[config.mk]
export PLATFORM = sky130hd
export DESIGN_NAME = spi_master_ctrl_flat
export DESIGN_NICKNAME = d
export VERILOG_FILES = /design/src/rtl/spi_pkg.sv /design/src/rtl/spi_master_ctrl_if.sv /design/src/rtl/spi_master_shifter.sv /design/src/rtl/spi_master_ctrl.sv /design/src/flat_wrapper.sv
export SDC_FILE = /design/constraint.sdc
export NUM_CORES = 1
export LEC_CHECK = 0
export BUFFER_PORTS_ARGS = -buffer_cell sky130_fd_sc_hd__buf_4
export CAP_MARGIN = 20
export CELL_PAD_IN_SITES_DETAIL_PLACEMENT = 1
export CELL_PAD_IN_SITES_GLOBAL_PLACEMENT = 1
export CORE_MARGIN = 10
export CORE_UTILIZATION = 47
export DETAILED_ROUTE_END_ITERATION = 16
export PLACE_DENSITY = 0.82
export SLEW_MARGIN = 20
export SYNTH_ARGS = -nofsm -noshare
export SYNTH_HDL_FRONTEND = slang
export SYNTH_SLANG_ARGS = --single-unit
[constraint.sdc]
create_clock -name clk -period 3.9 [get_ports clk]
set_input_delay 0.585 -clock clk [delete_from_list [all_inputs] [get_ports clk]]
set_output_delay 0.585 -clock clk [all_outputs]
set_load 0.03 [all_outputs]
[src/rtl/spi_pkg.sv]
`default_nettype none
// ============================================================================
//  Module      : spi_pkg
//  Description : Shared constants and types for the SPI master controller:
//                command encodings, frame/data widths and the FSM state enum.
//  Revision    : 1.0 - initial release
// ============================================================================
package spi_pkg;

    localparam int FRAME_W = 10;
    localparam int DATA_W  = 8;

    localparam logic [1:0] CMD_WR_ADDR = 2'b00;
    localparam logic [1:0] CMD_WR_DATA = 2'b01;
    localparam logic [1:0] CMD_RD_ADDR = 2'b10;
    localparam logic [1:0] CMD_RD_DATA = 2'b11;

    typedef enum logic [2:0] {
        ST_IDLE    = 3'd0,
        ST_SELECT  = 3'd1,
        ST_SHIFT   = 3'd2,
        ST_WAIT    = 3'd3,
        ST_CAPTURE = 3'd4,
        ST_HOLD    = 3'd5,
        ST_GAP     = 3'd6
    } state_e;

endpackage
`default_nettype wire

[src/rtl/spi_master_ctrl_if.sv]
`default_nettype none
// ============================================================================
//  Module      : spi_master_ctrl_if
//  Description : Request/response handshake plus the SPI serial lines of the
//                controller. The controller connects through the slave
//                modport; the requester side uses the master modport.
//  Revision    : 1.0 - initial release
// ============================================================================
interface spi_master_ctrl_if;
    import spi_pkg::*;

    logic              req_valid;
    logic              req_ready;
    logic [1:0]        req_cmd;
    logic [DATA_W-1:0] req_payload;
    logic              rsp_valid;
    logic [DATA_W-1:0] rsp_data;
    logic              busy;
    logic              SS_n;
    logic              MOSI;
    logic              MISO;

    modport slave (
        input  req_valid, req_cmd, req_payload, MISO,
        output req_ready, rsp_valid, rsp_data, busy, SS_n, MOSI
    );

    modport master (
        output req_valid, req_cmd, req_payload, MISO,
        input  req_ready, rsp_valid, rsp_data, busy, SS_n, MOSI
    );

endinterface
`default_nettype wire

[src/rtl/spi_master_shifter.sv]
`default_nettype none
// ============================================================================
//  Module      : spi_master_shifter
//  Description : 10-bit parallel-load shift-out register (MSB first) and an
//                8-bit shift-in register fed from MISO (first bit ends in MSB).
//  Revision    : 1.0 - initial release
// ============================================================================
module spi_master_shifter
    import spi_pkg::*;
(
    input  logic               clk,
    input  logic               rst_n,
    input  logic               load_i,
    input  logic               shift_i,
    input  logic               capture_i,
    input  logic [FRAME_W-1:0] frame_i,
    input  logic               miso_i,
    output logic               msb_o,
    output logic [DATA_W-1:0]  rx_o
);

    logic [FRAME_W-1:0] tx_q;
    logic [DATA_W-1:0]  rx_q;

    // Outgoing frame: load on accept, shift left once per transmitted bit.
    always_ff @(posedge clk or negedge rst_n) begin
        if (!rst_n) begin
            tx_q <= '0;
        end else if (load_i) begin
            tx_q <= frame_i;
        end else if (shift_i) begin
            tx_q <= {tx_q[FRAME_W-2:0], 1'b0};
        end
    end

    // Incoming byte: MISO enters at the LSB so the first sample ends in bit 7.
    always_ff @(posedge clk or negedge rst_n) begin
        if (!rst_n) begin
            rx_q <= '0;
        end else if (capture_i) begin
            rx_q <= {rx_q[DATA_W-2:0], miso_i};
        end
    end

    assign msb_o = tx_q[FRAME_W-1];
    assign rx_o  = rx_q;

endmodule
`default_nettype wire

[src/rtl/spi_master_ctrl.sv]
`default_nettype none
// ============================================================================
//  Module      : spi_master_ctrl
//  Description : SPI master controller. Accepts one request at a time, sends a
//                10-bit {cmd, payload} frame MSB first under SS_n, and for the
//                read-data command shifts an 8-bit byte back from MISO after
//                RD_LAT idle cycles. SS_n stays high GAP_CYC cycles between
//                frames. All outputs are registered.
//  Revision    : 1.0 - initial release
// ============================================================================
module spi_master_ctrl
    import spi_pkg::*;
#(
    parameter int RD_LAT  = 2,   // 0..7
    parameter int GAP_CYC = 3    // 1..16 (4-bit state counter)
)(
    input  logic             clk,
    input  logic             a_rst_n,
    spi_master_ctrl_if.slave bus
);

    localparam logic [2:0] S_IDLE    = 3'(ST_IDLE);
    localparam logic [2:0] S_SELECT  = 3'(ST_SELECT);
    localparam logic [2:0] S_SHIFT   = 3'(ST_SHIFT);
    localparam logic [2:0] S_WAIT    = 3'(ST_WAIT);
    localparam logic [2:0] S_CAPTURE = 3'(ST_CAPTURE);
    localparam logic [2:0] S_HOLD    = 3'(ST_HOLD);
    localparam logic [2:0] S_GAP     = 3'(ST_GAP);

    // Counter value on the final cycle of each multi-cycle state.
    localparam logic [3:0] SHIFT_LAST = 4'(FRAME_W - 1);
    localparam logic [3:0] CAP_LAST   = 4'(DATA_W - 1);
    localparam logic [3:0] WAIT_LAST  = 4'(RD_LAT - 1);
    localparam logic [3:0] GAP_LAST   = 4'(GAP_CYC - 1);

    // ------------------------------------------------------------------
    // Reset: assertion is asynchronous, release is re-timed to clk so every
    // flop leaves reset on the same edge.
    // ------------------------------------------------------------------
    logic [1:0] rst_sync_q;
    logic       rst_n;

    // Two-stage release synchroniser for the asynchronous reset input.
    always_ff @(posedge clk or negedge a_rst_n) begin
        if (!a_rst_n) begin
            rst_sync_q <= 2'b00;
        end else begin
            rst_sync_q <= {rst_sync_q[0], 1'b1};
        end
    end

    assign rst_n = rst_sync_q[1];

    // ------------------------------------------------------------------
    // State, counter and command register
    // ------------------------------------------------------------------
    logic [2:0]        state_q, state_d;
    logic [3:0]        cnt_q, cnt_d;
    logic [1:0]        cmd_q;
    logic              accept;
    logic              tx_msb;
    logic [DATA_W-1:0] rx_byte;

    assign accept = (state_q == S_IDLE) && bus.req_valid;

    // Next-state decode; the counter restarts on every state change and
    // saturates rather than wrapping inside a state.
    always_comb begin
        state_d = state_q;
        case (state_q)
            S_IDLE: begin
                if (bus.req_valid) state_d = S_SELECT;
            end
            S_SELECT: begin
                state_d = S_SHIFT;
            end
            S_SHIFT: begin
                if (cnt_q == SHIFT_LAST) begin
                    if (cmd_q != CMD_RD_DATA) begin
                        state_d = S_HOLD;
                    end else if (RD_LAT == 0) begin
                        state_d = S_CAPTURE;
                    end else begin
                        state_d = S_WAIT;
                    end
                end
            end
            S_WAIT: begin
                if (cnt_q == WAIT_LAST) state_d = S_CAPTURE;
            end
            S_CAPTURE: begin
                if (cnt_q == CAP_LAST) state_d = S_HOLD;
            end
            S_HOLD: begin
                state_d = S_GAP;
            end
            S_GAP: begin
                if (cnt_q == GAP_LAST) state_d = S_IDLE;
            end
            default: begin
                state_d = S_IDLE;
            end
        endcase

        if (state_d != state_q) begin
            cnt_d = 4'd0;
        end else if (cnt_q == 4'hF) begin
            cnt_d = cnt_q;
        end else begin
            cnt_d = cnt_q + 4'd1;
        end
    end

    // State, counter and latched command registers.
    always_ff @(posedge clk or negedge rst_n) begin
        if (!rst_n) begin
            state_q <= S_IDLE;
            cnt_q   <= 4'd0;
            cmd_q   <= CMD_WR_ADDR;
        end else begin
            state_q <= state_d;
            cnt_q   <= cnt_d;
            if (accept) cmd_q <= bus.req_cmd;
        end
    end

    // ------------------------------------------------------------------
    // Shift datapath. Each MOSI bit is registered on the edge that enters
    // (or stays in) SHIFT; MISO is sampled on every edge whose next state is
    // CAPTURE, so the first sample coincides with the entry into CAPTURE.
    // ------------------------------------------------------------------
    logic shift_en;
    logic capture_en;

    assign shift_en   = (state_d == S_SHIFT);
    assign capture_en = (state_d == S_CAPTURE);

    spi_master_shifter u_shifter (
        .clk       (clk),
        .rst_n     (rst_n),
        .load_i    (accept),
        .shift_i   (shift_en),
        .capture_i (capture_en),
        .frame_i   ({bus.req_cmd, bus.req_payload}),
        .miso_i    (bus.MISO),
        .msb_o     (tx_msb),
        .rx_o      (rx_byte)
    );

    // ------------------------------------------------------------------
    // Registered outputs, all decoded from the next state.
    // ------------------------------------------------------------------
    logic              ss_n_q, ss_n_d;
    logic              mosi_q, mosi_d;
    logic              ready_q, ready_d;
    logic              busy_q, busy_d;
    logic              rsp_valid_q, rsp_valid_d;
    logic [DATA_W-1:0] rsp_data_q, rsp_data_d;

    // Output next-values; the read byte is published on the HOLD->GAP edge.
    always_comb begin
        ss_n_d      = (state_d == S_IDLE) || (state_d == S_GAP);
        mosi_d      = (state_d == S_SHIFT) ? tx_msb : 1'b0;
        ready_d     = (state_d == S_IDLE);
        busy_d      = (state_d != S_IDLE);
        rsp_valid_d = (state_q == S_HOLD) && (cmd_q == CMD_RD_DATA);
        rsp_data_d  = rsp_valid_d ? rx_byte : rsp_data_q;
    end

    // Output registers with their reset values.
    always_ff @(posedge clk or negedge rst_n) begin
        if (!rst_n) begin
            ss_n_q      <= 1'b1;
            mosi_q      <= 1'b0;
            ready_q     <= 1'b1;
            busy_q      <= 1'b0;
            rsp_valid_q <= 1'b0;
            rsp_data_q  <= '0;
        end else begin
            ss_n_q      <= ss_n_d;
            mosi_q      <= mosi_d;
            ready_q     <= ready_d;
            busy_q      <= busy_d;
            rsp_valid_q <= rsp_valid_d;
            rsp_data_q  <= rsp_data_d;
        end
    end

    assign bus.SS_n      = ss_n_q;
    assign bus.MOSI      = mosi_q;
    assign bus.req_ready = ready_q;
    assign bus.busy      = busy_q;
    assign bus.rsp_valid = rsp_valid_q;
    assign bus.rsp_data  = rsp_data_q;

endmodule
`default_nettype wire

[src/flat_wrapper.sv]
// flat-port wrapper written by rule: the top's interface ports become plain ports
module spi_master_ctrl_flat import spi_pkg::*;
#(
    parameter int RD_LAT  = 2,          
    parameter int GAP_CYC = 3                                  
)
  (clk, a_rst_n, bus_req_valid, bus_req_cmd, bus_req_payload, bus_MISO, bus_req_ready, bus_rsp_valid, bus_rsp_data, bus_busy, bus_SS_n, bus_MOSI);
  spi_master_ctrl_if bus_i ();
  input  logic clk;
  input  logic a_rst_n;
  input wire logic [$bits(bus_i.req_valid)-1:0] bus_req_valid;
  input wire logic [$bits(bus_i.req_cmd)-1:0] bus_req_cmd;
  input wire logic [$bits(bus_i.req_payload)-1:0] bus_req_payload;
  input wire logic [$bits(bus_i.MISO)-1:0] bus_MISO;
  output wire logic [$bits(bus_i.req_ready)-1:0] bus_req_ready;
  output wire logic [$bits(bus_i.rsp_valid)-1:0] bus_rsp_valid;
  output wire logic [$bits(bus_i.rsp_data)-1:0] bus_rsp_data;
  output wire logic [$bits(bus_i.busy)-1:0] bus_busy;
  output wire logic [$bits(bus_i.SS_n)-1:0] bus_SS_n;
  output wire logic [$bits(bus_i.MOSI)-1:0] bus_MOSI;
  assign bus_i.req_valid = bus_req_valid;
  assign bus_i.req_cmd = bus_req_cmd;
  assign bus_i.req_payload = bus_req_payload;
  assign bus_i.MISO = bus_MISO;
  assign bus_req_ready = bus_i.req_ready;
  assign bus_rsp_valid = bus_i.rsp_valid;
  assign bus_rsp_data = bus_i.rsp_data;
  assign bus_busy = bus_i.busy;
  assign bus_SS_n = bus_i.SS_n;
  assign bus_MOSI = bus_i.MOSI;
  spi_master_ctrl #(.RD_LAT(RD_LAT), .GAP_CYC(GAP_CYC)) u_core (.clk(clk), .a_rst_n(a_rst_n), .bus(bus_i));
endmodule
## Word level (Yosys, flattened, before mapping)

Index checks and enable logic that the tools add are counted.

- Add/subtract/negate cells: 1
- Equal/unequal tests: 18
- Multiplexer cells: 12
- Reductions and logical operators: 7

Operators by type and width:

| operator | number |
|---|---|
| $pmux 3 s7 | 1 |
| $mux 10 | 2 |
| $mux 3 | 6 |
| $eq 3x3->1 const B | 5 |
| $eq 3x2->1 const B | 3 |
| $eq 4x4->1 const B | 2 |
| $mux 4 | 2 |
| $logic_not 3->1 | 2 |
| $add 4x1->4 const B | 1 |
| $eq 4x1->1 const B | 1 |
| $eq 4x2->1 const B | 1 |
| $eq 4x3->1 const B | 1 |
| $eq 3x1->1 const B | 1 |
| $ne 3x3->1 | 1 |
| $reduce_bool 3->1 | 1 |
| $eq 2x2->1 const B | 1 |
| $logic_and 1x1->1 | 2 |
| $ne 2x1->1 const B | 1 |
| $ne 2x2->1 const B | 1 |
| $reduce_bool 2->1 | 1 |
| $logic_or 1x1->1 | 1 |
| $mux 1 | 1 |

- Register bits: 42
- Output and inout bits: 13

## Logic depth before layout (Yosys ltp)

Gate-level depths: netlist (run 1).

- Depth after elaboration: 7
- Depth in mapped cells: 9
- Gate-level depth less buffers: 8

## By module

A second synthesis (run 1) with hierarchy kept.

- Cell total of the unflattened synthesis: 153
- Area total of the unflattened synthesis: 1,928.1 um2

By module, submodules not included:

| module | instances | cells an instance | area an instance (um2) | seq. area each (um2) |
|---|---|---|---|---|
| spi_master_ctrl | 1 | 93 | 1,132.3 | 603.1 |
| spi_master_shifter | 1 | 60 | 795.8 | 450.4 |

## Worst setup path before layout (run 1)

OpenSTA, ideal clock, no wires.

- Kind: register to register
- From: register u_core.cnt_q[0]
- To: register u_core.u_shifter.rx_q[0] (netlist: u_core.u_shifter.rx_o[0])
- Library setup time: 0.125 ns
- Data arrival time: 2.101 ns
- Setup slack: 1.675 ns
- Stages on the path, launching flop included: 9
- Clock period less this slack: 2.225 ns
- Cells stage by stage: dfrtp_1 inv_1 ha_1 or4bb_1 o311ai_1 and2_2 inv_2 nor3_4 mux2_2

- Longest elaborated chain between the ends: 4

RTL lines:

| item | RTL line | text |
|---|---|---|
| start, declared | spi_master_ctrl.sv:58 | `logic [3:0] cnt_q, cnt_d;` |
| start signal, assigned | spi_master_ctrl.sv:122 | `cnt_q <= cnt_d;` |
| $eq 4x2->1 (tied with other cells) | spi_master_ctrl.sv:98 | `if (cnt_q == GAP_LAST) state_d = S_IDLE;` |
| $mux 3 (on tied branches) | - |  |
| $pmux 3 s7 (*) | spi_master_ctrl.sv:70 | `case (state_q)` |
| $eq 3x3->1 (*) | spi_master_ctrl.sv:136 | `assign capture_en = (state_d == S_CAPTURE);` |
| end signal, assigned | spi_master_shifter.sv:41 | `rx_q <= {rx_q[DATA_W-2:0], miso_i};` |
| end, declared | spi_master_shifter.sv:23 | `logic [DATA_W-1:0] rx_q;` |

Every way passes the cells marked *; elsewhere a longest branch is shown, timed or not.
A chain may end at the register's enable or synchronous reset.

## Worst setup path after layout (run 1)

- From: register u_core.cnt_q[0]
- To: register u_core.u_shifter.rx_q[7] (netlist: u_core.u_shifter.rx_o[7])

The elaborated chain is that of the path after synthesis.

==> flow_summary.yaml, run 1 <==
clock_network:
  cts_buffers: 5
  post_cts_resized: 0
  clock_latency_ns: 0.30
  clock_path_buffers: 2
  cts_tree: "yes"
  root_buffer: "clkbuf_8"
  cts_sinks: 42
  ctsHoldBuffers: 0
  post-cts-setup-buffers: 0
  cts_max_level: 2
  clk_pin_slew_ns: 0.08
global_routing:
  grt_pass1_vias: 1704
  grt_pass1_wl_mm: 8.42
  overflow: 0
  antenna_found_initial: 0
  grt_max_degree: 41
  grt_usage: 0.142
finish:
  diodes: 0
  final_util: 0.572
  fill_cells: 440
  drive_gt1_frac: 0.244
  syn_to_final_growth_pct: 17.8
  fin_nets: 229
critical_path:
  worstSetupPathType: "reg2reg"
  cp.required_ns: 4.09
  worstSetupEndpoint: "u_core.u_shifter.rx_o[7]"
  timing.rr.start: "u_core.cnt_q[0]"
  reg2reg_to: "u_core.u_shifter.rx_o[7]"
  endpoint_kind: "flop"
  crit_arrival_ns: 2.94
  startpoint_type: "flop"
  r2r_setup_slack_ns: 1.16
  reg2reg_depth: 8
  worstPathMaxFanout: 13
  startpoint: "u_core.cnt_q[0]"
power_and_ir_drop:
  irDropWorstVdd_mv: 0.468
  powerDensity_nw_per_um2: 883
  leakagePower_nw: 1.07
  finalPower_mw: 2.02
routing:
  routed_via_density: 5.82
  wl_per_cell_um: 18.6
  vias: 1530
  drc: 0
  wl_mm: 4.89
  drt-initial-drc-count: 45
  ant_nets: 0
  drt-pass1-iter-count: 4
logic_synthesis:
  synth_top_family_by_area: "simple AND/OR/NAND/NOR gates"
  synthArstFlopShare: 1.00
  netlist_instances: 189
  ys_seq_area_frac: 0.543
  ys.flop_type: "dfrtp_1"
  netlist-cell-type-count: 41
  avgSynthCellArea_um2: 10.3
  netlist_area_um2: 1940
  synth-xor-area-share: 0.00451
  synthSimpleGateAreaFrac: 0.186
  synth-edff-count: 0
  synth_compound_area_frac: 0.149
  yosysWarnings: 0
  syn-num-nets: 206
  synth_adder_area_share: 0.0193
  synth_seq_cells: 42
  muxShareOfSynthArea: 0.0567
placement:
  hpwlAfterDp_mm: 3.38
  place.gp.congestion: 0.881
  portBuffers: 26
timing:
  relSlewSlack: 0.533
  skew_ns: 0.00555
  layout_min_cycle_time_ns: 2.74
  fmax_mhz: 364
  finalHoldViolations: 0
  setup_viol: 0
  slew_viol_final: 0
  worst_pin_slew_ns: 0.698
  final.period_utilization: 0.704
  final.setup.tns_ns: 0
  rsz0062_at_grt: "no"
die:
  design.die.area_um2: 7100
  io_pins: 27
  die_width_um: 84.3
  core_um2: 4000
  dieHeight_um: 84.3
  start_util: 0.485
  rows: 23
worst_hold_path:
  min_path_type: "in2async"
job:
  max-cap-violations: 0
run_status:
  status: "complete, no violations"
==> placed cells by master (no fill, tap or decap), types with 4 or more instances in the layout <==
cell,count
clkbuf_8,5
buf_4,28
nand2_1,35
nor2_1,13
o31ai_1,9
a41oi_1,9
o21ai_0,4
mux2_2,8
inv_1,5
dfrtp_1,40
a21oi_1,9
==> metrics by stage <==
| stage | cell area (um2) | setup WS, ns | hold slack (ns) | std cells |
|---|---|---|---|---|
| final | 2290 | 1.16 | 0.0465 | 263 |
| after global routing | 2290 | 0.965 | 0.0371 | 263 |
| after CTS | 2280 | 1.04 | 0.0475 | 263 |
| after detailed placement | 2160 | 1.02 | 0.337 | 255 |
| after global placement | 2160 | 1.13 | 0.305 | 255 |
| after floorplan | 1940 | 1.67 | 0.289 | 189 |
==> worst min path at each step <==
stage                               end  slack [ns]  cells past startpoint
6_report           u_core.rst_sync_q[0]        0.05                      1
5_1_grt            u_core.rst_sync_q[0]        0.04                      1
4_1_cts            u_core.rst_sync_q[0]        0.05                      1
3_5_place_dp   u_core.u_shifter.tx_q[6]        0.34                      1
3_3_place_gp   u_core.u_shifter.tx_q[6]        0.30                      1
2_1_floorplan      u_core.rst_sync_q[0]        0.29                      0
==> layer usage <==
layer | track usage | part of all wire | vias up
met1 | 0.163 | 0.42 | 785
met4 | 0.0502 | 0.016 | 0
met2 | 0.248 | 0.53 | 35
met3 | 0.0357 | 0.036 | 8
li1 | - | - | 702
met5 | 0 | 0 | -
==> synth_stat cells, drive strengths merged, types with 3 or more instances <==
library cell,instances,area [um2]
mux2,8,90.1
inv,6,22.5
nor2b,3,18.8
nor3b,3,22.5
nand2,35,131
o31ai,9,67.6
ha,3,37.5
o21ai,4,20.0
a21oi,9,45.0
nand3,3,15.0
a41oi,9,78.8
dfrtp,40,1000
nor3,4,31.3
buf,4,20.0
nand2b,3,18.8
nor2,13,48.8
clkbuf,8,30.0
==> registers in the layout (all words and copies together), names as in the netlist <==
signal                 flops
u_core.u_shifter.rx_o      8
u_core.bus.SS_n            1
u_core.cmd_q               2
u_core.rst_sync_q          2
u_core.u_shifter.tx_q     10
u_core.bus.busy            1
u_core.cnt_q               4
u_core.bus.rsp_data        8
u_core.state_q             3
u_core.bus.rsp_valid       1
u_core.bus.req_ready       1
u_core.bus.MOSI            1
==> logic make-up after synthesis <==
logic type / Yosys count
flip-flops: 42
multiplexers: 10
other: 1
adder cells (fa/ha/maj): 3
AO/OA/AOI/OAI: 41
XOR/XNOR: 1
AND/OR/NAND/NOR: 72
buffers and inverters: 19
==> critical path, stage by stage (launching register included) <==
cell      delay (ns)
dfrtp_1         0.45
inv_1           0.09
ha_1            0.16
or4bb_1         0.48
o311ai_1        0.09
and2_2          0.37
inv_2           0.18
nor3_4          0.41
mux2_2          0.39
==> where the power goes <==
part           switching (mW)  internal (mW)  leakage (nW)
clock network           0.157          0.190        0.0504
logic                   0.531          0.353         0.496
registers               0.164          0.624         0.522
==> area by class of cell <==
cell class / count / area, um2 / share of cell area
well taps: 50 / 62.6 / 0.0274
flip-flops and latches: 42 / 1050 / 0.461
clock inverters: 3 / 45.0 / 0.0197
clock buffers: 5 / 68.8 / 0.0301
inverters: 7 / 26.3 / 0.0115
multi-input cells: 128 / 821 / 0.359
repair buffers: 28 / 210 / 0.0919
Power figures use the tool's default switching activity.
==> inputs of run 2 (changes only) <==
--- a/config.mk
+++ b/config.mk
@@ -5,14 +5,15 @@
 export SDC_FILE = /design/constraint.sdc
 export NUM_CORES = 1
 export LEC_CHECK = 0
+export ABC_AREA = 1
 export BUFFER_PORTS_ARGS = -buffer_cell sky130_fd_sc_hd__buf_4
 export CAP_MARGIN = 20
 export CELL_PAD_IN_SITES_DETAIL_PLACEMENT = 1
 export CELL_PAD_IN_SITES_GLOBAL_PLACEMENT = 1
 export CORE_MARGIN = 10
-export CORE_UTILIZATION = 47
+export CORE_UTILIZATION = 38
 export DETAILED_ROUTE_END_ITERATION = 16
-export PLACE_DENSITY = 0.82
+export PLACE_DENSITY = 0.73
 export SLEW_MARGIN = 20
 export SYNTH_ARGS = -nofsm -noshare
 export SYNTH_HDL_FRONTEND = slang
==> constraint.sdc (replaced) <==
create_clock -name clk -period 2.5 [get_ports clk]
set_input_delay 0.375 -clock clk [delete_from_list [all_inputs] [get_ports clk]]
set_output_delay 0.375 -clock clk [all_outputs]
set_load 0.03 [all_outputs]
==> run 2 against run 1 <==
Net effect: worst setup slack lost 0.67 ns; critical path depth grew 2; cell area grew 1.8%; combinational power grew 23%; final cell count grew 21%; synthesized area is essentially flat; core utilization shrank 9.2 points; largest power group unchanged; largest cell class unchanged; via count shrank 2.2%; power grew 29%; die area grew 18%; clock-buffer cell count is the same.
==> flow_summary.yaml, run 2 <==
placement:
  place_area_um2: 2210
  place.gp.congestion: 0.808
  hpwlAfterDp_mm: 3.41
  place_inst: 310
  portBuffers: 26
global_routing:
  grt_pass1_vias: 1668
  grt_usage: 0.113
  overflow: 0
  antenna_found_initial: 0
  grt_pass1_wl_mm: 7.71
  grt_max_degree: 21
timing:
  slew_viol_final: 0
  relSlewSlack: 0.665
  rsz0062_at_grt: "no"
  worst_pin_slew_ns: 0.503
  final.period_utilization: 0.806
  setup_viol: 0
  layout_min_cycle_time_ns: 2.01
  fmax_mhz: 496
  skew_ns: 0.00510
  finalHoldViolations: 0
  final.setup.tns_ns: 0
clock_network:
  clock_path_buffers: 2
  post-cts-setup-buffers: 0
  post_cts_resized: 0
  root_buffer: "clkbuf_8"
  cts_sinks: 42
  clk_pin_slew_ns: 0.08
  cts_max_level: 2
  cts_buffers: 5
  clock_latency_ns: 0.30
  cts_tree: "yes"
critical_path:
  startpoint_type: "flop"
  crit_arrival_ns: 2.26
  path_cells: "inv_1 -> ha_1 -> nand3_1 -> nand2_1 -> nand2_1 -> nor2_2 -> nand3_2 -> nand2_1 -> nand2_1 -> nand2_1"
  crit_slowest_cell: "dfrtp_1"
  cp.required_ns: 2.74
  cp_num_buf_inv: 1
  reg2reg_depth: 10
  endpoint_kind: "flop"
  max_stage_delay_ns: 0.41
  crit_family: "simple AND/OR/NAND/NOR gates"
  worstSetupPathType: "reg2reg"
  crit_top_cell: "nand2_1"
  worstPathMaxFanout: 12
  path_depth: 10
logic_synthesis:
  netlist_area_um2: 1940
  syn-num-nets: 236
  ys.flop_type: "dfrtp_1"
  synth_seq_cells: 42
  yosysWarnings: 0
  yosys-top-cells-area: "dfrtp_1, nand2_1, nand3_1"
  synthArstFlopShare: 1.00
  ys_top_cells_by_count: "nand2_1, dfrtp_1, nand3_1"
  synth-edff-count: 0
  ys_seq_area_frac: 0.543
  netlist_instances: 219
  post-synth-top-count-cell: "nand2_1"
  synth_top_cell_by_area: "dfrtp_1"
  netlist-cell-type-count: 28
  yosysTopAreaCellShare: 0.516
  avgSynthCellArea_um2: 8.86
power_and_ir_drop:
  p_int_mw: 1.52
  leakagePower_nw: 1.31
  pwr-share-seq: 0.381
  p_clk_frac: 0.201
  swShare: 0.418
  power_switching_mw: 1.09
  p_comb_frac: 0.418
  irDropWorstVdd_mv: 0.476
  powerDensity_nw_per_um2: 1120
routing:
  wl_per_cell_um: 13.8
  routed_via_density: 4.69
  ant_nets: 0
  vias: 1496
  drt-initial-drc-count: 63
  drt-pass1-iter-count: 4
  drc: 0
  wl_mm: 4.41
finish:
  mostFrequentLayoutCells: "nand2_1, dfrtp_1, buf_4, nand3_1, inv_1"
  final_common_cell: "nand2_1"
  largest_reg_flops: 10
  final_cell_area_um2: 2330
  syn_to_final_growth_pct: 19.9
  fin_nets: 268
  drive_gt1_frac: 0.238
  fill_cells: 582
  diodes: 0
  layout.cells.non_filler: 319
  top_register: "u_core.u_shifter.tx_q"
  final_util: 0.480
die:
  io_pins: 27
  core_um2: 4850
  rows: 25
  die_width_um: 91.5
  start_util: 0.400
  dieHeight_um: 91.5
  design.die.area_um2: 8360
job:
  max-cap-violations: 0
worst_hold_path:
  min_path_type: "reg2async"
run_status:
  status: "complete, no violations"
run 2: layout make-up:
type                    count  area, um2  share of cell area
clock buffers               5       68.8              0.0296
clock inverters             3       40.0              0.0172
inverters                  22       82.6              0.0355
repair buffers             30        228              0.0978
multi-input cells         150        771               0.331
well taps                  67       83.8              0.0360
flip-flops and latches     42       1050               0.453
run 2: path summary, 6_finish.rpt:
kind,slack (ns),from,to
setup / recovery,0.49,u_core.cnt_q[1],u_core.u_shifter.tx_q[8]
hold / removal,0.21,u_core.rst_sync_q[1],u_core.bus.MOSI
setup reg to reg,0.49,u_core.cnt_q[1],u_core.u_shifter.tx_q[8]
hold reg to reg,0.21,u_core.rst_sync_q[1],u_core.bus.MOSI
max in group asynchronous,1.59,u_core.rst_sync_q[1],u_core.bus.SS_n
min in group clk,0.29,bus_req_payload[0],u_core.u_shifter.tx_q[0]
run 2: per-layer routing:
metal / vias up / global-route usage / part of all wire
li1: 747 / - / -
met1: 728 / 0.130 / 0.46
met2: 15 / 0.190 / 0.49
met3: 6 / 0.0280 / 0.030
met4: 0 / 0.0587 / 0.020
met5: - / 0 / 0
run 2: kinds of logic (layout without fill, tap and decap cells):
logic type                 count (synthesis)  count (layout)  share of synthesized area
and+or+nand+nor                          128             128                      0.296
DFF                                       42              42                      0.543
other                                      1               1                    0.00193
adders and majority gates                  3               3                     0.0193
AOI/OAI and AO/OA                          8               8                     0.0239
muxes                                      9               9                     0.0516
buffers and inverters                     27              60                     0.0600
xor gates and xnor gates                   1               1                    0.00451
run 2: metrics by stage:
stage          setup WS (ns)  power (mW)  hold slack (ns)
6_report               0.485        2.61            0.207
5_1_grt                0.310        2.83            0.275
4_1_cts                0.491        2.66            0.234
3_5_place_dp           0.511        2.12            0.159
3_3_place_gp           0.565        2.07            0.159
2_1_floorplan          0.910        1.84           0.0794
run 2: power groups by stage:
stage | Sequential, mW | Clock (mW) | Combinational (mW)
floorplan | 1.05 | 0 | 0.791
global placement | 1.00 | 0 | 1.07
detailed placement | 1.01 | 0 | 1.11
CTS | 0.998 | 0.546 | 1.11
global route | 1.02 | 0.563 | 1.25
finish | 0.995 | 0.526 | 1.09
run 2: timing repair:
item                                   in CTS  in global routing
hold buffers                                1                  0
endpoints found under the hold margin       2                  0
setup endpoints to repair                   0                  0
run 2: worst register-to-register path, stage by stage, from the launching register on:
cell	delay (ns)
dfrtp_1	0.41
inv_1	0.10
ha_1	0.22
nand3_1	0.13
nand2_1	0.11
nand2_1	0.08
nor2_2	0.21
nand3_2	0.25
nand2_1	0.30
nand2_1	0.10
nand2_1	0.06
==> inputs of run 3 (changes only) <==
==> constraint.sdc (replaced) <==
create_clock -name clk -period 1.8 [get_ports clk]
set_input_delay 0.27 -clock clk [delete_from_list [all_inputs] [get_ports clk]]
set_output_delay 0.27 -clock clk [all_outputs]
set_load 0.03 [all_outputs]
==> run 3 against run 2 <==
Net effect: clock power is 21% higher; final cell count is 4.1% higher; die area stayed put; critical path type unchanged; wire length is 3.3% higher; non-clock buffer count is 13 higher; largest cell class unchanged; critical endpoint is now u_core.u_shifter.rx_o[1]; worst setup slack worse by 0.40 ns; via count is 4.0% higher; register-to-register slack worse by 0.40 ns.
==> flow_summary.yaml, run 3 (same netlist as run 2, synthesis figures left out) <==
critical_path:
  timing.rr.start: "u_core.cnt_q[0]"
  endpoint_kind: "flop"
  worstSetupPathType: "reg2reg"
  crit_arrival_ns: 1.90
  cp.required_ns: 1.99
  reg2reg_to: "u_core.u_shifter.rx_o[1]"
  startpoint_type: "flop"
  worstPathMaxFanout: 6
  reg2reg_depth: 10
  r2r_setup_slack_ns: 0.09
routing:
  wl_mm: 4.55
  drt-pass1-iter-count: 4
  wl_met2_mm: 2.28
  drt-initial-drc-count: 51
  ant_nets: 0
  wl_per_cell_um: 13.7
  dr_wl_met3_um: 152
  routed_via_density: 4.69
  vias: 1556
  drc: 0
  highest_layer: "met4"
  drt-met1-wl_mm: 2.05
clock_network:
  cts_buffers: 5
  cts_sinks: 42
  clock_path_buffers: 2
  root_buffer: "clkbuf_8"
  cts_tree: "yes"
  cts_max_level: 2
  clock_latency_ns: 0.30
  clk_pin_slew_ns: 0.08
global_routing:
  grt_max_degree: 28
  antenna_found_initial: 0
  grt_pass1_wl_mm: 7.30
  grt_usage: 0.106
  grt_pass1_vias: 1582
  overflow: 0
finish:
  drive_gt1_frac: 0.332
  final_cell_area_um2: 2500
  final_util: 0.516
  syn_to_final_growth_pct: 28.8
  largest_reg_flops: 10
  mostFrequentLayoutCells: "nand2_1, buf_4, dfrtp_1, nand3_1"
  top_register: "u_core.u_shifter.tx_q"
  final_common_cell: "nand2_1"
  fin_nets: 281
  diodes: 0
placement:
  hpwlAfterDp_mm: 3.24
  place.gp.congestion: 0.839
  place_area_um2: 2250
  portBuffers: 26
  pre_cts_ws_ns: -0.0601
power_and_ir_drop:
  swShare: 0.419
  pwr-share-seq: 0.351
  powerDensity_nw_per_um2: 1590
  p_comb_frac: 0.489
  p_int_mw: 2.31
  irDropWorstVdd_mv: 0.607
  finalPower_mw: 3.97
  p_clk_frac: 0.160
  leakagePower_nw: 1.37
  power_switching_mw: 1.66
timing:
  skew_ns: 0.00314
  hold_slack_ns: 0.181
  layout_min_cycle_time_ns: 1.71
  fin_ws_ns: 0.0891
  finalHoldViolations: 0
  slew_viol_final: 0
  final.period_utilization: 0.950
  setup_viol: 0
  fmax_mhz: 585
run_status:
  status: "complete, no violations"
die:
  io_pins: 27
  die_width_um: 91.5
  dieHeight_um: 91.5
  rows: 25
  core_um2: 4850
  start_util: 0.400
  design.die.area_um2: 8360
worst_hold_path:
  worstHoldStart: "bus_req_payload[0]"
  min_path_type: "in2reg"
  min_path_cells: 3
  min_to: "u_core.u_shifter.tx_q[0]"
job:
  max-cap-violations: 0
run 3: cell types whose count changed in the layout (fill, tap and decap cells not counted), moves of 2 or more:
cell	before	now
nand2_2	1	5
ha_4	0	2
inv_2	3	5
nand2_1	77	73
nand3_1	24	22
ha_1	3	1
inv_1	19	15
clkinvlp_4	0	2
buf_4	29	40
run 3: timing repair:
item                                   in CTS  in global routing
pin swaps                                   0                  6
hold buffers                                1                  0
resized for setup                           2                 19
endpoints found under the hold margin       2                  0
buffers inserted                            0                  7
setup endpoints to repair                   6                 26
run 3: power by group through the flow:
stage	Combinational [mW]	Sequential, mW	Clock [mW]
4_1_cts	1.66	1.38	0.657
6_report	1.94	1.40	0.634
3_3_place_gp	1.60	1.39	0
2_1_floorplan	1.10	1.46	0
5_1_grt	2.19	1.43	0.701
3_5_place_dp	1.64	1.39	0
run 3: layout make-up:
class                   count  area [um2]
flip-flops and latches     42        1050
fillers                   559        2350
clock inverters             2        12.5
repair buffers             43         342
inverters                  22        88.8
well taps                  67        83.8
multi-input cells         150         836
clock buffers               6        82.6
run 3: critical path, cell delays in order (launching register included):
cell and delay (ns):
dfrtp_2 0.46, inv_2 0.10, ha_1 0.15, nand3_1 0.10, nand2_2 0.13, nand3_2 0.09
nor2_4 0.17, inv_2 0.10, buf_4 0.17, nand3_1 0.09, nand2_1 0.06
run 3: per-stage QoR:
| step | setup TNS, ns | std cells |
|---|---|---|
| 2_1_floorplan | 0 | 219 |
| 3_3_place_gp | -0.0851 | 316 |
| 3_5_place_dp | -0.232 | 316 |
| 4_1_cts | 0 | 325 |
| 5_1_grt | -0.260 | 332 |
| 6_report | 0 | 332 |
run 3: per-layer routing:
| layer | GRT usage | up-vias |
|---|---|---|
| li1 | - | 774 |
| met1 | 0.131 | 754 |
| met2 | 0.167 | 21 |
| met3 | 0.0346 | 7 |
| met4 | 0.0431 | 0 |
| met5 | 0 | - |
run 3: how the worst max path moves through the flow:
stage          cells after the start            start  slack [ns]                  endpoint
6_report                          10  u_core.cnt_q[0]        0.09  u_core.u_shifter.rx_o[1]
5_1_grt                           10  u_core.cnt_q[0]       -0.03  u_core.u_shifter.tx_q[7]
4_1_cts                           11  u_core.cnt_q[0]       0.007  u_core.u_shifter.rx_o[1]
3_5_place_dp                       9  u_core.cnt_q[0]       -0.06           u_core.cnt_q[1]
3_3_place_gp                       9  u_core.cnt_q[0]       -0.02           u_core.cnt_q[3]
2_1_floorplan                     11  u_core.cnt_q[1]        0.21  u_core.u_shifter.rx_o[0]
